--- src/rtl/dvi_timing_pkg.sv ---
// dvi_timing_pkg: shared types and constants for the DVI timing controller.
// Holds the FSM state type, SVGA 800x600@60 defaults and colour-bar table.
package dvi_timing_pkg;

  typedef enum logic [1:0] {
    IDLE,
    RUN,
    DRAIN
  } state_e;

  localparam int SVGA_H_ACTIVE = 800;
  localparam int SVGA_H_FP     = 40;
  localparam int SVGA_H_SYNC   = 128;
  localparam int SVGA_H_BP     = 88;
  localparam int SVGA_V_ACTIVE = 600;
  localparam int SVGA_V_FP     = 1;
  localparam int SVGA_V_SYNC   = 4;
  localparam int SVGA_V_BP     = 23;

  // white, yellow, cyan, green, magenta, red, blue, black
  localparam logic [23:0] BAR_RGB [8] = '{
    24'hFFFFFF,
    24'hFFFF00,
    24'h00FFFF,
    24'h00FF00,
    24'hFF00FF,
    24'hFF0000,
    24'h0000FF,
    24'h000000
  };

endpackage

--- src/rtl/dvi_timing_axis.sv ---
// dvi_timing_axis: one timing axis counter (active, FP, SYNC, BP order).
// Ports: clk_i, rst_ni, advance_i, clear_i -> count_o, active_o, sync_o, wrap_o.
module dvi_timing_axis #(
  parameter int ACTIVE = 800,
  parameter int FP     = 40,
  parameter int SYNC   = 128,
  parameter int BP     = 88,
  parameter int W      = 12
) (
  input  logic         clk_i,
  input  logic         rst_ni,
  input  logic         advance_i,
  input  logic         clear_i,
  output logic [W-1:0] count_o,
  output logic         active_o,
  output logic         sync_o,
  output logic         wrap_o
);

  localparam int TOTAL = ACTIVE + FP + SYNC + BP;

  localparam logic [W-1:0] ACT_END  = W'(ACTIVE);
  localparam logic [W-1:0] SYNC_BEG = W'(ACTIVE + FP);
  localparam logic [W-1:0] SYNC_END = W'(ACTIVE + FP + SYNC);
  localparam logic [W-1:0] LAST     = W'(TOTAL - 1);

  logic [W-1:0] count_q, count_d;

  always_comb begin
    count_d = count_q;
    if (clear_i) begin
      count_d = '0;
    end else if (advance_i) begin
      count_d = (count_q == LAST) ? '0 : count_q + 1'b1;
    end
  end

  always_ff @(posedge clk_i or negedge rst_ni) begin
    if (!rst_ni) begin
      count_q <= '0;
    end else begin
      count_q <= count_d;
    end
  end

  assign count_o  = count_q;
  assign active_o = count_q < ACT_END;
  assign sync_o   = (count_q >= SYNC_BEG) && (count_q < SYNC_END);
  assign wrap_o   = count_q == LAST;

endmodule

--- src/rtl/dvi_timing_ctrl.sv ---
// dvi_timing_ctrl: DVI video timing, pixel request stream and 2-stage RGB align.
// Ports: in_clk, in_reset_n, in_enable, in_pattern, in_rgb[23:0] ->
//   out_busy, out_req_de/x/y, out_hsync, out_vsync, out_de, out_rgb,
//   out_frame_start. Macro DVI_TIMING_CTRL_PATTERN_EN adds colour bars.
module dvi_timing_ctrl
  import dvi_timing_pkg::*;
#(
  parameter int H_ACTIVE = SVGA_H_ACTIVE,
  parameter int H_FP     = SVGA_H_FP,
  parameter int H_SYNC   = SVGA_H_SYNC,
  parameter int H_BP     = SVGA_H_BP,
  parameter int V_ACTIVE = SVGA_V_ACTIVE,
  parameter int V_FP     = SVGA_V_FP,
  parameter int V_SYNC   = SVGA_V_SYNC,
  parameter int V_BP     = SVGA_V_BP,
  parameter bit HS_POL   = 1'b1,
  parameter bit VS_POL   = 1'b1,
  parameter int X_WIDTH  = 12,
  parameter int Y_WIDTH  = 11
) (
  input  logic               in_clk,
  input  logic               in_reset_n,
  input  logic               in_enable,
  input  logic               in_pattern,
  output logic               out_busy,
  output logic               out_req_de,
  output logic [X_WIDTH-1:0] out_req_x,
  output logic [Y_WIDTH-1:0] out_req_y,
  input  logic [23:0]        in_rgb,
  output logic               out_hsync,
  output logic               out_vsync,
  output logic               out_de,
  output logic [23:0]        out_rgb,
  output logic               out_frame_start
);

  state_e state_q, state_d;

  logic [X_WIDTH-1:0] h_cnt;
  logic [Y_WIDTH-1:0] v_cnt;
  logic h_act, h_sync, h_wrap;
  logic v_act, v_sync, v_wrap;
  logic run, frame_end;

  assign run       = state_q != IDLE;
  assign frame_end = h_wrap & v_wrap;

  // Counters sit at (0,0) while idle so the first RUN cycle is pixel (0,0).
  dvi_timing_axis #(
    .ACTIVE (H_ACTIVE),
    .FP     (H_FP),
    .SYNC   (H_SYNC),
    .BP     (H_BP),
    .W      (X_WIDTH)
  ) u_h_axis (
    .clk_i     (in_clk),
    .rst_ni    (in_reset_n),
    .advance_i (run),
    .clear_i   (!run),
    .count_o   (h_cnt),
    .active_o  (h_act),
    .sync_o    (h_sync),
    .wrap_o    (h_wrap)
  );

  dvi_timing_axis #(
    .ACTIVE (V_ACTIVE),
    .FP     (V_FP),
    .SYNC   (V_SYNC),
    .BP     (V_BP),
    .W      (Y_WIDTH)
  ) u_v_axis (
    .clk_i     (in_clk),
    .rst_ni    (in_reset_n),
    .advance_i (run & h_wrap),
    .clear_i   (!run),
    .count_o   (v_cnt),
    .active_o  (v_act),
    .sync_o    (v_sync),
    .wrap_o    (v_wrap)
  );

  always_comb begin
    state_d = state_q;
    unique case (state_q)
      IDLE: begin
        if (in_enable) state_d = RUN;
      end
      RUN: begin
        if (!in_enable) state_d = DRAIN;
      end
      DRAIN: begin
        // Re-enable wins so the stream continues seamlessly.
        if (in_enable) begin
          state_d = RUN;
        end else if (frame_end) begin
          state_d = IDLE;
        end
      end
      default: state_d = IDLE;
    endcase
  end

  always_ff @(posedge in_clk or negedge in_reset_n) begin
    if (!in_reset_n) begin
      state_q <= IDLE;
    end else begin
      state_q <= state_d;
    end
  end

  logic de0, hs0, vs0, fs0;

  assign de0 = run & h_act & v_act;
  assign hs0 = run & h_sync;
  assign vs0 = run & v_sync;
  assign fs0 = de0 & (h_cnt == '0) & (v_cnt == '0);

  assign out_req_de = de0;
  assign out_req_x  = de0 ? h_cnt : '0;
  assign out_req_y  = de0 ? v_cnt : '0;

  logic de_p1, hs_p1, vs_p1, fs_p1;
  logic run_p1, run_p2;

  always_ff @(posedge in_clk or negedge in_reset_n) begin
    if (!in_reset_n) begin
      de_p1  <= 1'b0;
      hs_p1  <= 1'b0;
      vs_p1  <= 1'b0;
      fs_p1  <= 1'b0;
      run_p1 <= 1'b0;
      run_p2 <= 1'b0;
    end else begin
      de_p1  <= de0;
      hs_p1  <= hs0;
      vs_p1  <= vs0;
      fs_p1  <= fs0;
      run_p1 <= run;
      run_p2 <= run_p1;
    end
  end

  // Busy stays up until the last pixel has left the output stage.
  assign out_busy = run | run_p1 | run_p2;

  logic [23:0] rgb_d;

`ifdef DVI_TIMING_CTRL_PATTERN_EN
  localparam logic [X_WIDTH+2:0] BAR_DIV = H_ACTIVE[X_WIDTH+2:0];

  logic [X_WIDTH+2:0] x8;
  logic [2:0]         bar0, bar_p1;

  // Bar index is (x*8)/H_ACTIVE; only meaningful inside the active line.
  assign x8   = {h_cnt, 3'b000};
  assign bar0 = de0 ? 3'(x8 / BAR_DIV) : 3'd0;

  always_ff @(posedge in_clk or negedge in_reset_n) begin
    if (!in_reset_n) begin
      bar_p1 <= 3'd0;
    end else begin
      bar_p1 <= bar0;
    end
  end

  always_comb begin
    rgb_d = '0;
    if (de_p1) begin
      rgb_d = in_pattern ? BAR_RGB[bar_p1] : in_rgb;
    end
  end
`else
  logic unused_pattern;
  assign unused_pattern = in_pattern;

  always_comb begin
    rgb_d = '0;
    if (de_p1) rgb_d = in_rgb;
  end
`endif

  logic        hsync_q, vsync_q, de_q, fs_q;
  logic [23:0] rgb_q;

  always_ff @(posedge in_clk or negedge in_reset_n) begin
    if (!in_reset_n) begin
      hsync_q <= !HS_POL;
      vsync_q <= !VS_POL;
      de_q    <= 1'b0;
      fs_q    <= 1'b0;
      rgb_q   <= '0;
    end else begin
      hsync_q <= hs_p1 ? HS_POL : !HS_POL;
      vsync_q <= vs_p1 ? VS_POL : !VS_POL;
      de_q    <= de_p1;
      fs_q    <= fs_p1;
      rgb_q   <= rgb_d;
    end
  end

  assign out_hsync       = hsync_q;
  assign out_vsync       = vsync_q;
  assign out_de          = de_q;
  assign out_frame_start = fs_q;
  assign out_rgb         = rgb_q;

endmodule

--- config.mk ---
export PLATFORM = sky130hd
export DESIGN_NAME = dvi_timing_ctrl
export DESIGN_NICKNAME = d
export VERILOG_FILES = /design/src/rtl/dvi_timing_pkg.sv /design/src/rtl/dvi_timing_axis.sv /design/src/rtl/dvi_timing_ctrl.sv
export SDC_FILE = /design/constraint.sdc
export NUM_CORES = 1
export LEC_CHECK = 0
export BUFFER_PORTS_ARGS = -buffer_cell sky130_fd_sc_hd__buf_2
export CAP_MARGIN = 40
export CORE_UTILIZATION = 52
export CTS_CLUSTER_DIAMETER = 50
export CTS_CLUSTER_SIZE = 12
export DETAILED_ROUTE_END_ITERATION = 10
export PLACE_DENSITY = 0.82
export SYNTH_ARGS = -nofsm -noshare
export SYNTH_HDL_FRONTEND = slang
export SYNTH_HIERARCHICAL = 1
export SYNTH_SLANG_ARGS = --single-unit
--- constraint.sdc ---
create_clock -name in_clk -period 2.8 [get_ports in_clk]
set_clock_uncertainty 0.15 [all_clocks]
set_input_delay 0.42 -clock in_clk [delete_from_list [all_inputs] [get_ports in_clk]]
set_output_delay 0.42 -clock in_clk [all_outputs]
set_load 0.01 [all_outputs]
* After elaboration in Yosys (flattened, before gate mapping)
Index checks and enable logic that the tools add are counted.
** Cells by class
- Reduce and logical (&&, ||, !) cells :: 7
- Bitwise operators :: 10
- Magnitude comparators :: 6
- Eq/ne operators :: 8
- Muxes and demuxes :: 15
- $add $sub $neg :: 2
** Operator list (count)
- 2-to-1 mux 11 bit :: 4
- 2-to-1 mux 12 bit :: 3
- < comparator 12 x 10 -> 1 bit, second input constant :: 2
- 2-to-1 mux 24 bit :: 1
- < comparator 11 x 10 -> 1 bit, second input constant :: 2
- adder 12 x 1 -> 12 bit, second input constant :: 1
- equality test 12 x 11 -> 1 bit, second input constant :: 1
- >= comparator 12 x 10 -> 1 bit, second input constant :: 1
- logical NOT 12 bit :: 1
- adder 11 x 1 -> 11 bit, second input constant :: 1
- equality test 11 x 10 -> 1 bit, second input constant :: 1
- >= comparator 11 x 10 -> 1 bit, second input constant :: 1
- logical NOT 11 bit :: 1
- AND 1 bit :: 8
- 2-to-1 mux 2 bit :: 4
- case mux 2 bit (3 select lines) :: 1
- != test 2 bit, second input constant :: 2
- != test 3 bit, second input constant :: 1
- AND reduction 3 bit :: 1
- equality test 2 x 1 -> 1 bit, second input constant :: 1
- equality test 2 bit, second input constant :: 1
- logical AND 1 bit :: 2
- logical NOT 2 bit :: 1
- 2-to-1 mux 1 bit :: 2
- 3 further kinds :: 4
** Storage, ports and cells
- Word-level logic and storage cells :: 62
- Output and inout bits :: 53
- Input port bits :: 28
- Register bits after elaboration :: 59

* Depth between registers and ports, before layout
- Depth in word-level cells :: 5
- Gate-level depth with buffers :: 8
- Depth with buffers taken out :: 8

* Hierarchy
Netlist, hierarchy kept.
** By module, submodules not included
- dvi_timing_ctrl :: area each 1410.1 um^2, instances 1, seq. area each 900.9 um^2, cells an instance 106
- dvi_timing_axis at u_v_axis :: area each 728.2 um^2, instances 1, seq. area each 275.3 um^2, cells an instance 86
- dvi_timing_axis at u_h_axis :: area each 690.7 um^2, instances 1, seq. area each 300.3 um^2, cells an instance 69

* Worst setup path before layout
OpenSTA, ideal clock, no wires.
- Path kind :: reg-to-reg
- Start :: register u_h_axis.count_q[8] (netlist: u_h_axis/count_o[8])
- End :: register u_v_axis.count_q[9] (netlist: u_v_axis/count_o[9])
- Clock period less this slack :: 2.469 ns
- Arrival time :: 2.233 ns
- Cell stages (with the launch flop) :: 8
- Setup time :: 0.087 ns
- Path buffers :: 0
- Slack :: 0.331 ns
- Required time :: 2.563 ns
- Cell sequence :: dfrtp_1 > or4b_4 > nor3_2 > and2_2 > nor2b_1 > o31ai_2 > or4_1 > o211ai_1
** On the way
- Cells in the longest elaborated chain, start to end :: 3
** Ends and longest elaborated chain
- start: declaration :: line dvi_timing_axis.sv:27 : logic [W-1:0] count_q, count_d;
- start signal: assignment :: line dvi_timing_axis.sv:42 : count_q <= count_d;
- equality test 12 x 11 -> 1 bit :: line dvi_timing_axis.sv:49 : assign wrap_o = count_q == LAST;
- net h_wrap :: line dvi_timing_ctrl.sv:41 : logic h_act, h_sync, h_wrap;
- AND 1 bit :: line dvi_timing_ctrl.sv:75 : .advance_i (run & h_wrap),
- != test 2 x 1 -> 1 bit (no source line)
- end signal: assignment :: line dvi_timing_axis.sv:42
- end: declaration :: line dvi_timing_axis.sv:27
The timed path passes the listed nets, and every way through them passes these cells.
A chain may end at the register's enable or synchronous reset.

* Final worst setup path
- Start :: register u_h_axis.count_q[5] (netlist: u_h_axis/count_o[5])
- End :: output port out_req_y[5]
** On the way
- Cells in the longest elaborated chain, start to end :: 4
** Ends and longest elaborated chain
- < comparator 12 x 10 -> 1 bit :: line dvi_timing_axis.sv:47 : assign active_o = count_q < ACT_END;
- net h_act :: line dvi_timing_ctrl.sv:41
- AND 1 bit (2 in series) :: line dvi_timing_ctrl.sv:114 : assign de0 = run & h_act & v_act;
- 2-to-1 mux 11 bit :: line dvi_timing_ctrl.sv:121 : assign out_req_y = de0 ? v_cnt : '0;
- end: declaration :: line dvi_timing_ctrl.sv:28 : output logic [Y_WIDTH-1:0] out_req_y,
The timed path passes the listed nets, and every way through them passes these cells.

==> impl_metrics.py <==
metrics = {
    "run_status": {
        "result_of_the_run": "complete, no violations",
    },
    "cells_and_area": {
        "areaGrowthSynthToFinish_pct": 28.3,
        "non_filler_cells_in_the_finished_layout": 431,
        "fraction_of_layout_cells_with_a_size_suffix_above_1_pct": 41.0,
        "num_antenna_cells": 0,
        "nNetsFinal": 387,
        "final_util_pct": 70.2,
    },
    "synthesis": {
        "nets_in_the_synthesized_netlist": 292,
        "share_of_the_yosys_chip_area_belonging_to_registers_pct": 52.2,
        "netlist-cell-type-count": 52,
        "synth_simple_gate_area_share_pct": 33.0,
        "ys.warnings.count": 6,
        "count_of_flip_flops_with_a_built_in_enable_after_synthesis": 0,
        "synth-compound-area-share_pct": 7.65,
        "synth.mux.area_fraction_pct": 0.354,
        "syn_area_um2": 2830,
        "synthesis.area_per_instance_um2": 10.8,
        "synth_top_flop_cell": "dfrtp_1",
        "synth_top_family_by_area": "simple AND/OR/NAND/NOR gates",
        "async_flop_share_pct": 100,
        "synth_adder_area_share_pct": 1.33,
        "xor_xnor_fraction_of_synth_area_pct": 3.10,
        "synth-seq-cells": 59,
        "synth_cells": 261,
    },
    "pwr": {
        "cellLeakagePower_nw": 1.79,
        "vdd_ir_drop_max_mv": 0.368,
        "cellPowerDensity_nw_per_um2": 567,
    },
    "worst_hold_path": {
        "hold_path_class": "primary input to async pin",
    },
    "setup_path": {
        "worstPathCellList": "or3_1 -> a311oi_4 -> and3_2 -> and2_4 -> buf_2",
        "cp_slowest_cell": "or3_1",
        "critPathKind": "flip-flop to primary output",
        "critPathMaxStageDelay_ns": 0.51,
        "crit_family": "simple AND/OR/NAND/NOR gates",
        "critical_path_at_ns": 2.15,
        "critPathLaunchType": "flip-flop",
        "cp-end-kind": "primary output",
        "worstPathRequired_ns": 2.23,
        "cp.buffers_inverters": 1,
        "critPathMaxFanout": 6,
    },
    "sta": {
        "setup_viol": 0,
        "hold_viol_final": 0,
        "worst-slew-pin-transition_ns": 0.708,
        "hold-worst-slack_ns": 0.0616,
        "rsz0062_at_grt": "false",
        "normalized_max_slew_margin_pct": 52.8,
        "timing.fmax_ghz": 0.367,
        "report.final.slew_viol_count": 0,
        "setup_total_neg_slack_ns": 0,
        "final_min_period_over_clock_period_pct": 97.2,
        "final_period_demand_of_the_worst_path_ns": 2.72,
    },
    "routing": {
        "dr_total_vias": 2380,
        "dr_drc_count": 0,
        "post_drt_via_cell_ratio": 5.52,
        "drtAntennaViolNets": 0,
        "drt_pass1_iterations": 5,
        "drt-wirelength-per-cell_um": 15.1,
        "drt_iter0_drcs": 131,
        "detail_route.wirelength_um": 6510,
    },
    "clock_network": {
        "cts.reportedPaths.clkPinSlew_ns": 0.07,
        "cts_buffer_depth": 2,
        "cts_tree": "yes",
        "count_of_hold_buffers_inserted_by_post_cts_repair": 0,
        "clock_insertion_delay_worst_skew_ns": 0.33,
        "cts_inserted_buffers": 9,
        "cts-htree-levels": 3,
        "tritoncts_sinks": 59,
        "clock_tree.root_cell": "clkbuf_8",
    },
    "grt": {
        "first_global_vias": 2031,
        "antenna_found_initial": 0,
        "grt_max_degree": 60,
        "global_route_wire_length_before_repair_um": 9360,
        "grt_overflow": 0,
        "track_usage_pct": 22.4,
    },
    "placement": {
        "gp_congestion": 0.847,
        "dpl.hpwl_um": 4040,
        "dpl.cell_count": 411,
        "place.port_buffers": 79,
    },
    "floorplanning": {
        "ioPinCount": 81,
        "fp.dieArea_um2": 5740,
        "die_h_um": 75.8,
        "fp.dieW_um": 75.8,
        "initial_core_util_pct": 54.7,
        "coreArea_um2": 5170,
        "fp-row-count": 26,
    },
    "job": {
        "drv_cap": 0,
    },
}
-- what timing repair did --
item,CTS,global route
resized for setup,2,2
endpoints found under the setup margin,23,23
gates cloned,1,2
pin swaps,1,3
setup buffers,0,1
-- state kept, by name, summed over array words and instances, names as in the netlist --
| name | flops |
|---|---|
| state_q | 2 |
| run_p2 | 1 |
| out_hsync | 1 |
| vs_p1 | 1 |
| run_p1 | 1 |
| fs_p1 | 1 |
| out_vsync | 1 |
| out_de | 1 |
| out_frame_start | 1 |
| u_v_axis/count_o | 11 |
| out_rgb | 24 |
| hs_p1 | 1 |
| u_h_axis/count_o | 12 |
| de_p1 | 1 |
-- final timing paths --
check / endpoint / cells past startpoint / start / slack (ns)
worst min register to register: out_frame_start / 0 / fs_p1 / 0.20
max in group asynchronous: u_v_axis/count_o[2] / 2 / in_reset_n / 1.95
worst max-delay path: out_req_y[5] / 5 / u_h_axis/count_o[5] / 0.08
min in group in_clk: state_q[1] / 2 / in_enable / 0.10
worst min-delay path: out_rgb[22] / 2 / in_reset_n / 0.06
worst max register to register: u_v_axis/count_o[10] / 7 / u_h_axis/count_o[11] / 0.20
-- power breakdown --
part	total [mW]	internal (mW)	switching, mW	leakage [nW]
combinational	0.210	0.0909	0.119	0.891
clock	0.915	0.589	0.326	0.119
sequential	0.933	0.902	0.0308	0.775
total	2.06	1.58	0.476	1.79
-- cells in the mapped netlist, types with 3 or more instances --
master    count  share of area (%)
dfrtp_1      59                 52
and2_4       19                5.9
a21oi_1       8                1.4
and2_2        7                1.9
xnor2_1       6                1.9
or4_1         4                1.1
nand2b_1      4               0.88
nand3_1       8                1.4
ha_1          3                1.3
o21ai_0       6                1.1
and2_1       25                5.5
nand2_1      18                2.4
nor3_1        6                1.1
clkbuf_1      5               0.66
nand4_1       3               0.66
nor4_1       10                2.2
inv_1         5               0.66
xor2_1        4                1.2
or3_1         3               0.66
nor2_1       15                2.0
-- layer usage --
layer | track usage (%) | part of all wire, % | vias up
met5 | 0 | 0 | -
met4 | 8.64 | 2.1 | 0
met3 | 6.88 | 8.9 | 22
met2 | 35.9 | 46 | 135
met1 | 28.3 | 43 | 1113
li1 | - | - | 1110
-- layout make-up --
cell class	count	area [um2]
fillers	382	1540
multi-input cells	191	1330
repair buffers	89	470
well taps	70	87.6
inverters	6	22.5
flip-flops and latches	59	1480
clock buffers	9	124
clock inverters	7	116
-- cell families (layout without fill, tap and decap cells) --
kind of cell / after synthesis / count (layout)
compound gates: 30 / 30
xor+xnor: 10 / 10
fa+ha+maj: 3 / 3
buf+inv: 14 / 111
flops: 59 / 59
mux: 1 / 1
simple gates: 144 / 147
-- per-stage QoR --
stage	instance area [um2]	total power [mW]	worst slack [ns]
CTS	3590	2.07	0.0254
finish	3630	2.06	0.0782
global placement	3330	1.14	0.348
floorplan	2830	1.05	0.331
detailed placement	3330	1.15	0.320
global route	3630	2.15	0.00873
-- placed cells by master, fill, tap and decap left out, drive strengths merged, types with 3 or more instances in the layout --
cell | Yosys | final
a21oi | 8 | 8
and2 | 51 | 51
and3 | 2 | 5
and4 | 3 | 3
buf | 3 | 89
bufinv | 0 | 3
clkbuf | 5 | 9
clkinv | 0 | 3
dfrtp | 59 | 59
ha | 3 | 3
inv | 6 | 6
nand2 | 18 | 18
nand2b | 4 | 4
nand3 | 10 | 10
nand4 | 4 | 4
nor2 | 16 | 16
nor3 | 7 | 7
nor4 | 10 | 10
o21ai | 6 | 6
o31ai | 3 | 3
or3 | 4 | 4
or4 | 4 | 4
xnor2 | 6 | 6
xor2 | 4 | 4
Power figures use the tool's default switching activity.
